## src/rtl/video_sync_h_lock.sv

```systemverilog
// Horizontal sync receiver: measures incoming hsync period/width on the cend
// strobe and locks a flywheel hcount to it, regenerating line_start.
module video_sync_h_lock #(
  parameter int HPERIOD    = 448,
  parameter int PERIOD_TOL = 2,
  parameter int LOCK_CNT   = 4,
  parameter int MISS_MAX   = 3,
  parameter int SYNC_OFS   = 10,
  parameter int LINE_POS   = 88
) (
  input  logic       clk,
  input  logic       rst,
  input  logic       cend,
  input  logic       hsync_in,
  output logic       locked,
  output logic [8:0] hcount,
  output logic       line_start,
  output logic [9:0] period_meas,
  output logic [6:0] width_meas,
  output logic       phase_err
);

  localparam int MATCH_W = $clog2(LOCK_CNT + 1);
  localparam int MISS_W  = $clog2(MISS_MAX + 1);

  typedef enum logic [1:0] {
    SEARCH  = 2'd0,
    ACQUIRE = 2'd1,
    LOCKED  = 2'd2
  } state_t;

  state_t               state_q, state_d;
  logic                 hs_q, hs_d;
  logic                 run_q, run_d;
  logic [9:0]           per_cnt_q, per_cnt_d;
  logic [6:0]           wid_cnt_q, wid_cnt_d;
  logic [9:0]           period_meas_q, period_meas_d;
  logic [6:0]           width_meas_q, width_meas_d;
  logic [8:0]           hcount_q, hcount_d;
  logic [MATCH_W-1:0]   match_q, match_d;
  logic [MISS_W-1:0]    miss_q, miss_d;
  logic                 locked_q, locked_d;
  logic                 line_start_q, line_start_d;
  logic                 phase_err_q, phase_err_d;

  logic       rise;
  logic       fall;
  logic [9:0] per_inc;
  logic       good;
  logic       miss_thresh;

  // Edges are only meaningful on a cend tick; between ticks nothing advances.
  assign rise = cend & hsync_in & ~hs_q;
  assign fall = cend & ~hsync_in & hs_q;

  assign per_inc     = (per_cnt_q == 10'h3ff) ? 10'h3ff : per_cnt_q + 10'd1;
  assign good        = (per_inc >= 10'(HPERIOD - PERIOD_TOL)) &&
                       (per_inc <= 10'(HPERIOD + PERIOD_TOL));
  assign miss_thresh = ({1'b0, per_cnt_q} + 11'd1) == 11'(HPERIOD + PERIOD_TOL);

  always_comb begin
    state_d       = state_q;
    hs_d          = hs_q;
    run_d         = run_q;
    per_cnt_d     = per_cnt_q;
    wid_cnt_d     = wid_cnt_q;
    period_meas_d = period_meas_q;
    width_meas_d  = width_meas_q;
    hcount_d      = hcount_q;
    match_d       = match_q;
    miss_d        = miss_q;
    locked_d      = locked_q;
    line_start_d  = 1'b0;
    phase_err_d   = 1'b0;

    if (cend) begin
      hs_d      = hsync_in;
      per_cnt_d = per_inc;

      if (rise) begin
        period_meas_d = per_inc;
        per_cnt_d     = '0;
        wid_cnt_d     = 7'd1;
        run_d         = 1'b1;
      end else if (hsync_in && (wid_cnt_q != 7'h7f)) begin
        wid_cnt_d = wid_cnt_q + 7'd1;
      end

      if (fall) width_meas_d = wid_cnt_q;

      if (run_q) begin
        hcount_d = (hcount_q == 9'(HPERIOD - 1)) ? 9'd0 : hcount_q + 9'd1;
      end

      case (state_q)
        SEARCH: begin
          if (rise) begin
            state_d  = ACQUIRE;
            match_d  = '0;
            hcount_d = 9'(SYNC_OFS);
          end
        end
        ACQUIRE: begin
          if (rise) begin
            hcount_d = 9'(SYNC_OFS);
            if (good) begin
              match_d = match_q + 1'b1;
              if ((match_q + 1'b1) == MATCH_W'(LOCK_CNT)) begin
                state_d  = LOCKED;
                miss_d   = '0;
                locked_d = 1'b1;
              end
            end else begin
              match_d = '0;
            end
          end else if (per_inc == 10'h3ff) begin
            state_d = SEARCH;
            match_d = '0;
          end
        end
        LOCKED: begin
          if (rise && good) begin
            hcount_d = 9'(SYNC_OFS);
            miss_d   = '0;
          end else if (rise || miss_thresh) begin
            // Bad rise keeps the flywheel phase; a missing sync re-arms the
            // period counter so the next miss lands one nominal line later.
            phase_err_d = 1'b1;
            if (!rise) per_cnt_d = 10'(PERIOD_TOL);
            if ((miss_q + 1'b1) == MISS_W'(MISS_MAX)) begin
              state_d  = SEARCH;
              locked_d = 1'b0;
              match_d  = '0;
              miss_d   = '0;
            end else begin
              miss_d = miss_q + 1'b1;
            end
          end
        end
        default: begin
          state_d  = SEARCH;
          locked_d = 1'b0;
        end
      endcase

      line_start_d = locked_d && (hcount_d == 9'(LINE_POS));
    end
  end

  always_ff @(posedge clk) begin
    if (rst) begin
      state_q       <= SEARCH;
      hs_q          <= 1'b0;
      run_q         <= 1'b0;
      per_cnt_q     <= '0;
      wid_cnt_q     <= '0;
      period_meas_q <= '0;
      width_meas_q  <= '0;
      hcount_q      <= '0;
      match_q       <= '0;
      miss_q        <= '0;
      locked_q      <= 1'b0;
      line_start_q  <= 1'b0;
      phase_err_q   <= 1'b0;
    end else begin
      state_q       <= state_d;
      hs_q          <= hs_d;
      run_q         <= run_d;
      per_cnt_q     <= per_cnt_d;
      wid_cnt_q     <= wid_cnt_d;
      period_meas_q <= period_meas_d;
      width_meas_q  <= width_meas_d;
      hcount_q      <= hcount_d;
      match_q       <= match_d;
      miss_q        <= miss_d;
      locked_q      <= locked_d;
      line_start_q  <= line_start_d;
      phase_err_q   <= phase_err_d;
    end
  end

  assign locked      = locked_q;
  assign hcount      = hcount_q;
  assign line_start  = line_start_q;
  assign period_meas = period_meas_q;
  assign width_meas  = width_meas_q;
  assign phase_err   = phase_err_q;

endmodule

```

## config.mk

```make
export PLATFORM = sky130hd
export DESIGN_NAME = video_sync_h_lock
export DESIGN_NICKNAME = d
export VERILOG_FILES = /design/src/rtl/video_sync_h_lock.sv
export SDC_FILE = /design/constraint.sdc
export NUM_CORES = 1
export LEC_CHECK = 0
export CELL_PAD_IN_SITES_DETAIL_PLACEMENT = 1
export CELL_PAD_IN_SITES_GLOBAL_PLACEMENT = 1
export CORE_ASPECT_RATIO = 0.9
export CORE_MARGIN = 1.5
export CORE_UTILIZATION = 40
export DETAILED_ROUTE_END_ITERATION = 6
export PLACE_DENSITY = 0.73
export SLEW_MARGIN = 20
export SYNTH_ARGS = -nofsm -noshare
export SYNTH_HDL_FRONTEND = slang
export SYNTH_SLANG_ARGS = --single-unit
```

## constraint.sdc

```tcl
create_clock -name clk -period 5.15 [get_ports clk]
set_input_delay 0.7725 -clock clk [delete_from_list [all_inputs] [get_ports clk]]
set_output_delay 0.7725 -clock clk [all_outputs]
set_load 0.03 [all_outputs]
```

==> results.sh <==
export IMPL_post_dp_cell_area_um2=3520
export IMPL_cts_sink_cnt=55
export IMPL_filler_free_cell_count_of_the_finished_design=503
export IMPL_slew_violations=0
export IMPL_yosysSeqAreaShare_pct=34.1
export IMPL_synth_cell_types=74
export IMPL_grt_pass1_vias=2874
export IMPL_path_class="flop to flop"
export IMPL_cts_inserted_buffers=5
export IMPL_synth_most_common_cell="dfxtp_1"
export IMPL_power_static_leakage_nw=1.17
export IMPL_fin_worst_skew_ns=0.0126
export IMPL_gr_max_usage_layer="met2"
export IMPL_final_area_um2=3610
export IMPL_track_usage_pct=20.2
export IMPL_critPathCaptureType="flop"
export IMPL_cts_root_buf="clkbuf_8"
export IMPL_cts_resized=0
export IMPL_number_of_nets_in_the_layout=416
export IMPL_grt_start_max_net_pins=60
export IMPL_power_density_nw_per_um2=220
export IMPL_use_met3_pct=2.69
export IMPL_crit_fanout=13
export IMPL_final_min_period_over_clock_period_pct=62.0
export IMPL_power_share_sequential_pct=56.1
export IMPL_grt_pass1_wl_um=14200
export IMPL_synth_cells_most_frequent="dfxtp_1, nand2_1, nor2_1"
export IMPL_clock_tree_from_tritoncts="built"
export IMPL_netlist_area_pre_place_um2=3230
export IMPL_comb_power_share_pct=10.9
export IMPL_fp_row_count=30
export IMPL_grt_setup_unrepaired="false"
export IMPL_synth_fp_nets=404
export IMPL_timing_hold_violations_final=0
export IMPL_floorplan_die_width_um=97.7
export IMPL_io_buffer_count=32
export IMPL_post_synthesis_cell_count=394
export IMPL_groute_layer_met2_usage_pct=32.6
export IMPL_clock_pin_slew_on_the_worst_setup_and_hold_paths_ns=0.11
export IMPL_post_drt_wl_per_cell_um=16.8
export IMPL_area_growth_syn_to_layout_pct=12.0
export IMPL_drc_errors=0
export IMPL_final_setup_tns_ns=0
export IMPL_power_share_clock_pct=33.0
export IMPL_worst_endpoint_required_ns=5.32
export IMPL_floorplan_die_area_um2=8620
export IMPL_status="completed"
export IMPL_ys_seq_elements=55
export IMPL_drive_gt1_share_pct=8.60
export IMPL_post_synth_cell_area_avg_um2=8.19
export IMPL_clock_insertion_delay_worst_skew_ns=0.32
export IMPL_grtUsageMet1_pct=28.7
export IMPL_tightest_slew_ns=1.07
export IMPL_period_needed_ns=3.19
export IMPL_power_switching_w=0.000231
export IMPL_async_flop_share_pct=0
export IMPL_n_antenna_cell=0
export IMPL_final_setup_viol_count=0
export IMPL_cts_max_level=2
export IMPL_cell_taking_the_most_area_after_synthesis="dfxtp_1"
export IMPL_dr_pass1_iters=4
export IMPL_post_synth_top_area_fraction_pct=34.1
export IMPL_switching_share_pct=29.0
export IMPL_design_portCount=33
export IMPL_synth_warning_count=0
export IMPL_globalRouteOverflowTotal=0
export IMPL_worst_hold_slack_ns=0.476
export IMPL_antenna_left=0
export IMPL_critical_path_arrival_ns=3.36
export IMPL_place_inst=495
export IMPL_antenna_found_initial=0
export IMPL_holdCritPathClass="flop to flop"
export IMPL_timing_critical_path_from_type="flop"
export IMPL_worst_ir_drop_vdd_mv=0.165
export IMPL_synth_enable_flop_cells=0
export IMPL_timing_max_slew_rel_slack_pct=28.6
export IMPL_synth_top_cells_by_area="dfxtp_1, nand2_1, a21oi_1"
export IMPL_chipHeight_um=88.2
export IMPL_achievable_frequency_mhz=313
export IMPL_drt_total_wl_um=8440
export IMPL_drt_initial_drc_count=95
export IMPL_maxCapViolations=0
export IMPL_route_detailed_vias_per_inst=5.88
export IMPL_via_count=2957
export IMPL_gp_congestion=0.832
export IMPL_internal_power_w=0.000566
export IMPL_cts_max_path_buffers=2
export IMPL_floorplan_initialDensity_pct=42.0
export IMPL_post_cts_hold_buffer_count=0
export IMPL_cts_repair_timing_setup_buffer_count=0
export IMPL_dominant_register_cell_in_the_synthesized_netlist="dfxtp_1"
export IMPL_coreArea_um2=7690
export IMPL_detailed_place_hpwl_um=5860
## cell type report
type / count / area (µm²)
multi-input cells: 302 / 1940
inverters: 8 / 30.0
flip-flops and latches: 55 / 1100
fillers: 939 / 4080
clock buffers: 5 / 68.8
clock inverters: 3 / 27.5
repair buffers: 34 / 330
well taps: 96 / 120
## critical path, cell delays in order, from the launching register on
cell	delay [ns]
dfxtp_1	0.52
ha_1	0.52
nand3_1	0.26
or3_1	0.56
o21ai_0	0.21
nor4bb_1	0.31
a311oi_1	0.16
a211oi_2	0.34
a311oi_1	0.15
## kinds of logic after synthesis
logic type      Yosys count  synth area share, %
flops                    55                 34.1
mux                       8                 2.48
compound gates          104                 23.6
buf+inv                  37                 5.89
xor+xnor                 14                 3.80
fa+ha+maj                 6                 2.33
simple gates            170                 27.8
## sequential cells by signal, summed over array words and instances (netlist names)
register     count
width_meas       7
run_q            1
hs_q             1
state_q          2
line_start       1
wid_cnt_q        7
phase_err        1
hcount           9
period_meas     10
match_q          3
locked           1
miss_q           2
per_cnt_q       10
## final timing paths
path	endpoint	depth (start not counted)	slack, ns	start
setup / recovery	match_q[2]	8	1.96	per_cnt_q[0]
hold / removal	period_meas[6]	2	0.48	period_meas[6]
setup reg to reg	match_q[2]	8	1.96	per_cnt_q[0]
hold reg to reg	period_meas[6]	2	0.48	period_meas[6]
## cell usage in the layout (no fill, tap or decap), types with 5 or more instances in the layout
cell type,n
mux2i_1,8
nand3_1,21
clkbuf_8,5
nand4_1,9
nor2_1,32
dfxtp_1,55
or3_1,8
nand2_1,49
nor3_1,15
a31oi_1,8
xor2_1,7
clkdlybuf4s50_1,31
a21oi_1,31
ha_1,6
a211oi_1,5
o21ai_0,14
inv_1,7
xnor2_1,7
a311oi_1,8
## per-stage QoR
step	util, %	power [W]	setup slack [ns]
finish	47.0	0.000797	1.96
global route	47.0	0.000836	1.65
CTS	47.0	0.000809	1.91
detailed placement	45.7	0.000544	1.76
global placement	45.7	0.000543	1.88
floorplan	-	0.000516	2.89
## power groups by stage
stage	Sequential [W]	Clock, W	Combinational, W
2_1_floorplan	0.000461	0	0.0000548
3_3_place_gp	0.000456	0	0.0000865
3_5_place_dp	0.000457	0	0.0000876
4_1_cts	0.000447	0.000274	0.0000881
5_1_grt	0.000449	0.000291	0.0000965
6_report	0.000447	0.000263	0.0000872
## layer usage
metal,up-vias,part of all wire [%]
li1,1467,-
met1,1445,51
met2,37,45
met3,8,2.3
met4,0,1.1
met5,-,0
No activity file was read; power rests on OpenSTA's default activity.
==> variant (config.mk and constraints unchanged) <==
The 3 states of `state_t` get a one-hot encoding in 3 bits.
--- a/src/rtl/video_sync_h_lock.sv
+++ b/src/rtl/video_sync_h_lock.sv
@@ -23,10 +23,10 @@
   localparam int MATCH_W = $clog2(LOCK_CNT + 1);
   localparam int MISS_W  = $clog2(MISS_MAX + 1);
 
-  typedef enum logic [1:0] {
-    SEARCH  = 2'd0,
-    ACQUIRE = 2'd1,
-    LOCKED  = 2'd2
+  typedef enum logic [2:0] {
+    SEARCH  = 3'b001,
+    ACQUIRE = 3'b010,
+    LOCKED  = 3'b100
   } state_t;
 
   state_t               state_q, state_d;
Behaviour: same outputs for any inputs over 4 cycles, from zero or initial values and one cycle with rst high; so few cycles prove little.
==> variant against the original RTL <==
  * Critical path type is now in2reg
  * Routed wire length decreased by 1.5%
  * Critical path depth decreased by 1
  * Largest cell class unchanged
  * Hold slack got worse by 0.64 ps
  * Worst setup slack got worse by 240 ps
  * Total power increased by 3.2%
  * Register-to-register slack about the same
  * Largest power group unchanged
  * Area after synthesis decreased by 2.9%
  * Critical endpoint is now match_q[0]
  * Final cell count decreased by 0.60%
  * Sequential cell count increased by 1
  * Design area decreased by 1.8%
  * Count of clock-buffer cells in the layout unchanged
  * Maximum frequency decreased by 6.9%
  * Non-clock buffer count decreased by 1
==> variant: results <==
{
  "status": "completed",
  "synth_flop_cell": "dfxtp_1",
  "grt_first_pass_wirelength_um": 13900,
  "drv_cap": 0,
  "max_slew_margin_pct": 32.9,
  "cts-hold-fix-buffers": 0,
  "path_max_fanout": 18,
  "p_leak_nw": 1.25,
  "syn2layout_area_growth_pct": 13.3,
  "grt_max_degree": 51,
  "grt_pass1_vias": 2780,
  "finClkSkew_ps": 12.2,
  "clk_path_buf_depth": 2,
  "seq_area_frac_synth_pct": 35.8,
  "critPathSlowestCell": "clkdlybuf4s50_1",
  "worstRegToRegCells": 8,
  "routabilityCongestion": 0.894,
  "slowest_delay_ps": 920,
  "crit_family": "compound AO/OA/AOI/OAI gates",
  "synth_fp_nets": 402,
  "drtIter0Drc": 130,
  "netlist_top_cells_count": "dfxtp_1 (56), nor2_1 (45), nand2_1 (42)",
  "ir_worst_vdd_mv": 0.124,
  "yosysWarnings": 0,
  "ys_types": 61,
  "grt_usage_pct": 21.1,
  "hp-class": "reg2reg",
  "nNetsFinal": 413,
  "worstPathArrival_ps": 3650,
  "cts-root-buf": "clkbuf_8",
  "wire_per_inst_um": 16.6,
  "via_per_inst": 5.82,
  "drive_above_1_share_pct": 6.93,
  "yosys-top-cells-area": "dfxtp_1 (36%), nor2_1 (5.4%), nand2_1 (5.0%), mux2i_1 (3.2%), nand3_1 (3.0%)",
  "hpwl_um": 5730
}
variant: cell types whose count changed after synthesis, sizes merged, moves of 3 or more:
cell    unedited run  this run
or3                9         4
a311oi             8         3
a211o              4         1
a211oi             7         0
a21oi             33        16
and4               1         4
nand2b             4         7
o22ai              1         5
nand2             49        42
nor2              34        45
or2                1         6
a22oi              1         6
o21a               0         4
variant: final cells by class:
class | count | area, µm²
Clock buffer | 5 | 68.8
Clock inverter | 3 | 25.0
Fill cell | 941 | 4030
Inverter | 10 | 37.5
Multi-Input combinational cell | 297 | 1860
Sequential cell | 56 | 1120
Tap cell | 96 | 120
Timing Repair Buffer | 33 | 323
variant: cells by family after synthesis:
family	count (synthesis)	synth area share [%]
flip-flops	56	35.8
AO/OA/AOI/OAI	90	21.2
buffers and inverters	39	5.11
multiplexers	12	3.91
adder cells (fa/ha/maj)	6	2.40
XOR/XNOR	13	3.63
AND/OR/NAND/NOR	176	27.9
variant: metrics by stage:
stage	utilization [%]	hold slack, ps	setup WS (ps)	instances	cell area [µm²]
5_1_grt	46.8	503	1490	500	3550
6_report	46.8	475	1720	500	3550
3_5_place_dp	45.6	461	1390	492	3460
4_1_cts	46.8	482	1690	500	3550
2_1_floorplan	-	441	2490	392	3130
3_3_place_gp	45.6	456	1500	492	3460
variant: final timing paths:
check                   end            from  slack (ps)
max              match_q[0]            cend        1720
max reg2reg      match_q[0]    per_cnt_q[0]        1960
min reg2reg  period_meas[8]  period_meas[8]         480
min          period_meas[8]  period_meas[8]         480
variant: routing by layer:
metal | vias to the layer above | GRT usage [%] | share of wire (%)
met3 | 8 | 2.88 | 3.3
met4 | 0 | 5.14 | 1.0
met2 | 46 | 32.2 | 44
li1 | 1433 | - | -
met1 | 1421 | 31.3 | 51
met5 | - | 0 | 0
variant: report_power, final:
part	switching, mW	internal (mW)
combinational	0.0671	0.0377
clock	0.160	0.0997
sequential	0.0143	0.444
variant: worst register-to-register path, delay by kind of cell, from the launching register on:
kind	cells	cell delay, ps
and+or+nand+nor	2	750
adders and majority gates	1	490
muxes	1	320
DFF	1	580
AOI/OAI and AO/OA	4	940
